## src/rtl/clipper_timebase_ctrl.sv

```systemverilog
// Clipper timebase controller: controlled and free-running 64-bit ns
// timebases, load handshake, periodic tick and one-shot alarm.
module clipper_timebase_ctrl #(
   parameter int unsigned INC_NS     = 8,
   parameter int unsigned ACCEL_MULT = 16,
   parameter int unsigned TICK_LOG2  = 20
) (
   input  logic        clk,
   input  logic        rst,
   input  logic        load_req,
   input  logic [63:0] load_time,
   output logic        load_ack,
   input  logic        accel,
   input  logic        freeze,
   input  logic        alarm_arm,
   input  logic [63:0] alarm_time,
   input  logic        alarm_clr,
   output logic [63:0] timebase,
   output logic [63:0] free_run_timebase,
   output logic        tick,
   output logic [1:0]  alarm_state,
   output logic        alarm_irq
);

   localparam logic [63:0] STEP_N = 64'(INC_NS);
   localparam logic [63:0] STEP_A = 64'(INC_NS * ACCEL_MULT);

   typedef enum logic [1:0] {
      LD_IDLE  = 2'd0,
      LD_APPLY = 2'd1,
      LD_WAIT  = 2'd2
   } ld_state_e;

   typedef enum logic [1:0] {
      AL_IDLE  = 2'd0,
      AL_ARMED = 2'd1,
      AL_FIRED = 2'd2
   } al_state_e;

   ld_state_e   ld_q, ld_d;
   al_state_e   al_q, al_d;
   logic [63:0] tb_q, tb_d;
   logic [63:0] fr_q, fr_d;
   logic [63:0] at_q, at_d;
   logic        ack_q, ack_d;
   logic        cross_q, cross_d;
   logic        tick_q;
   logic        irq_q, irq_d;
   logic        do_load;

   // Load handshake: the load itself happens on the edge that leaves IDLE
   always_comb begin
      ld_d    = ld_q;
      ack_d   = 1'b0;
      do_load = 1'b0;
      unique case (ld_q)
         LD_IDLE: begin
            if (load_req) begin
               do_load = 1'b1;
               ld_d    = LD_APPLY;
            end
         end
         LD_APPLY: begin
            ack_d = 1'b1;
            ld_d  = LD_WAIT;
         end
         LD_WAIT: begin
            if (!load_req) ld_d = LD_IDLE;
         end
         default: ld_d = LD_IDLE;
      endcase
   end

   always_comb begin
      tb_d = tb_q;
      if (do_load) begin
         tb_d = load_time;
      end else if (freeze) begin
         tb_d = tb_q;
      end else if (accel) begin
         tb_d = tb_q + STEP_A;
      end else begin
         tb_d = tb_q + STEP_N;
      end
      fr_d = fr_q + STEP_N;
      // Period crossing is flagged now and shown as tick one edge later
      cross_d = !do_load &&
                (tb_d[63:TICK_LOG2] != tb_q[63:TICK_LOG2]);
   end

   always_comb begin
      al_d  = al_q;
      at_d  = at_q;
      irq_d = 1'b0;
      if (alarm_arm) begin
         al_d = AL_ARMED;
         at_d = alarm_time;
      end else begin
         unique case (al_q)
            AL_ARMED: begin
               if (alarm_clr) begin
                  al_d = AL_IDLE;
               end else if (tb_q >= at_q) begin
                  al_d  = AL_FIRED;
                  irq_d = 1'b1;
               end
            end
            AL_FIRED: begin
               if (alarm_clr) al_d = AL_IDLE;
            end
            default: al_d = al_q;
         endcase
      end
   end

   always_ff @(posedge clk or posedge rst) begin
      if (rst) begin
         ld_q    <= LD_IDLE;
         al_q    <= AL_IDLE;
         tb_q    <= '0;
         fr_q    <= '0;
         at_q    <= '0;
         ack_q   <= 1'b0;
         cross_q <= 1'b0;
         tick_q  <= 1'b0;
         irq_q   <= 1'b0;
      end else begin
         ld_q    <= ld_d;
         al_q    <= al_d;
         tb_q    <= tb_d;
         fr_q    <= fr_d;
         at_q    <= at_d;
         ack_q   <= ack_d;
         cross_q <= cross_d;
         tick_q  <= cross_q;
         irq_q   <= irq_d;
      end
   end

   assign load_ack          = ack_q;
   assign timebase          = tb_q;
   assign free_run_timebase = fr_q;
   assign tick              = tick_q;
   assign alarm_state       = al_q;
   assign alarm_irq         = irq_q;

endmodule
```

## config.mk

```make
export PLATFORM = sky130hd
export DESIGN_NAME = clipper_timebase_ctrl
export DESIGN_NICKNAME = d
export VERILOG_FILES = /design/src/rtl/clipper_timebase_ctrl.sv
export SDC_FILE = /design/constraint.sdc
export NUM_CORES = 1
export LEC_CHECK = 0
export CORE_MARGIN = 2
export CORE_UTILIZATION = 50
export DETAILED_ROUTE_END_ITERATION = 6
export GPL_TIMING_DRIVEN = 0
export PLACE_DENSITY = 0.82
export SLEW_MARGIN = 20
export SYNTH_ARGS = -nofsm -noshare
export SYNTH_HDL_FRONTEND = slang
export SYNTH_SLANG_ARGS = --single-unit
```

## constraint.sdc

```tcl
create_clock -name clk -period 9.1 [get_ports clk]
set_clock_uncertainty 0.05 [all_clocks]
set_input_delay 1.82 -clock clk [delete_from_list [all_inputs] [get_ports clk]]
set_output_delay 1.82 -clock clk [all_outputs]
set_load 0.02 [all_outputs]
```

==> metrics <==
Worst Setup Start Kind=input port; LEAKAGE=0.00610 uW; WHS=between 0.3 and 0.4 ns; Worst VDD drop=0.000150 V; Netlist cell types=approximately 60; drt first-iter violations=472; CP required=9.36 ns; register area share after synthesis=~48%; CTS buffer count=17; Die Ht=148 um; post_cts resized=0; Core Util, Final=69.0%; Cells after Synth=between 1,000 and 1,500; DRT Pass-1 Iters=6; die width=~150 um; Routed WL per cell=~17 um; grt total ovfl=0; most common cell after layout, fill and taps aside=clkdlybuf4s50_1; overall power=3360 uW; Sink Count=197; Worst-Margin Slew=a little under 0.8 ns; RSZ-0062 raised after global routing=no; Final GP Congestion=~0.83; DRC=0; Via-to-Cell Ratio=~5.3; post-DP HPWL=between 20 and 25 mm; Yosys top cell area share=47.8%; Hold Path Class=flip-flop to flip-flop; max-slew violations=0; antenna violations before repair=1; synthesized area=around 10,000 um2; Hold Buf Count CTS=0; H-tree Lvls=4; Die Area=~22,000 um2; final setup vio count=0; post-synthesis async set-or-reset flop share=100%; ranking of synthesized cells by area=dfrtp_1 (48%), ha_1 (8.1%), nand2_1 (6.6%); pwr dens=approximately 240 nW/um2; number of synthesized flops with an enable pin=0; diode count=0; Clock Path Buffers=2; Via Count=roughly 8,900; Total GRT Usage=26.4%; period utilization=45.7%; Clk Latency, worst-skew pair=between 0.4 and 0.5 ns; Critical Path AT=4.42 ns; number of global-route vias before repair=8,767; pre-CTS WS=~4.5 ns; outcome=finished clean; layout cell share with drive strength beyond 1=4.31%; Starting Density=roughly 51%; global routing usage on met2=between 40 and 50%; GRT met1 Usage=36.6%; commonest non-fill, non-tap cells in the layout=clkdlybuf4s50_1 (263), dfrtp_1 (197), nand2_1 (181), o21ai_0 (132), inv_1 (87); global-route wire length before repair=45.6 mm; fin worst setup slack=approximately 5 ns; max_cap viols=0; row count=52; CP startpoint=accel; Synth Register Bits=197; grt met3 use=5.77%; IO Pins=roughly 270; Synth Area per Inst=9.45 um2; Ys Warns=0; Fin Setup TNS=0 ns; Crit Path Category=input port to flip-flop; Setup Fix Bufs, Post-CTS=0; clk slew on worst S/H paths=0.08 ns; FF-to-FF Start=timebase[40]; Routed WL=around 28 mm; highest clock rate=between 200 and 250 MHz; final hold vios=0; Synth area leader=dfrtp_1; CTS tree=built; Slew HR=47.2%; Most used DFF post-synth=dfrtp_1; most used routing layer=met2; post-layout min period=4.16 ns; Max FO, Critical Path=6; Routed Antenna Nets=0; root buffer cell=clkbuf_16; CP Capture Type=flip-flop; largest net degree at the start of global routing=between 100 and 150; Area growth, synth to finish=35.4%; core outline area=a little over 20,000 um2; nets=1,580; hold path startpoint=cross_q; # port buffers=~260
-- final timing paths --
check	end	slack [ns]	cells after the start
min in group asynchronous	free_run_timebase[14]	1.65	2
max reg2reg	alarm_irq	6.12	8
max	timebase[55]	4.94	8
min	tick	0.30	0
min reg2reg	tick	0.30	0
max in group asynchronous	timebase[41]	6.25	4
-- layer usage --
| layer | up-vias | part of all wire [%] |
|---|---|---|
| li1 | 4273 | - |
| met1 | 4273 | 44 |
| met2 | 280 | 47 |
| met3 | 42 | 6.8 |
| met4 | 2 | 2.1 |
| met5 | - | 0.046 |
-- Yosys cell counts (all sizes together), types with 3 or more instances --
library cell  number
or4                3
nor4               7
nand3             49
nand2            181
and2               8
nor2b              3
ha                67
nor3              17
a21oi             17
a211oi             6
nand4             36
dfrtp            197
a31oi              5
and4              11
clkbuf            30
xnor2             70
xor2              46
a21o               7
o211ai             3
nor2              50
nand2b             5
o21a               3
and3              20
inv               88
o21ai            134
buf                4
-- critical path: stages --
cell and delay [ns]:
clkdlybuf4s50_1 0.61, a31oi_1 0.16, nor4b_4 0.55, and4_1 0.41, nand4_2 0.26, nor4_1 0.35, xnor2_1 0.18, o21ai_1 0.07
-- through the flow --
step / cell area [um2] / std cells
2_1_floorplan: 10300 / 1094
3_3_place_gp: 13300 / 1627
3_5_place_dp: 13400 / 1629
4_1_cts: 14000 / 1661
5_1_grt: 14000 / 1661
6_report: 14000 / 1661
-- state kept, by name, indices dropped and copies added (netlist names) --
| signal | flops |
|---|---|
| at_q | 64 |
| cross_q | 1 |
| tick | 1 |
| alarm_state | 2 |
| load_ack | 1 |
| timebase | 64 |
| free_run_timebase | 61 |
| ld_q | 2 |
| alarm_irq | 1 |
-- layout make-up --
| type | count | area, um2 |
|---|---|---|
| Buffer | 34 | 141 |
| Clock buffer | 17 | 425 |
| Clock inverter | 15 | 185 |
| Fill cell | 1574 | 6270 |
| Inverter | 88 | 338 |
| Multi-Input combinational cell | 775 | 4920 |
| Sequential cell | 197 | 4930 |
| Tap cell | 270 | 338 |
| Timing Repair Buffer | 265 | 2690 |
-- report_power, final --
group	switching, uW	internal [uW]	leakage, uW	total (uW)
Combinational	670	602	0.00331	1270
Sequential	264	1040	0.00250	1310
Clock	364	419	0.000290	783
Total	1300	2060	0.00610	3360
-- cells by family after synthesis --
| group | share of synthesized area (%) |
|---|---|
| AND/OR/NAND/NOR | 19.0 |
| other | 0.0364 |
| adder cells (fa/ha/maj) | 8.13 |
| buffers and inverters | 4.57 |
| AO/OA/AOI/OAI | 10.3 |
| XOR/XNOR | 9.85 |
| multiplexers | 0.315 |
| flip-flops | 47.8 |
Power figures use the tool's default switching activity.
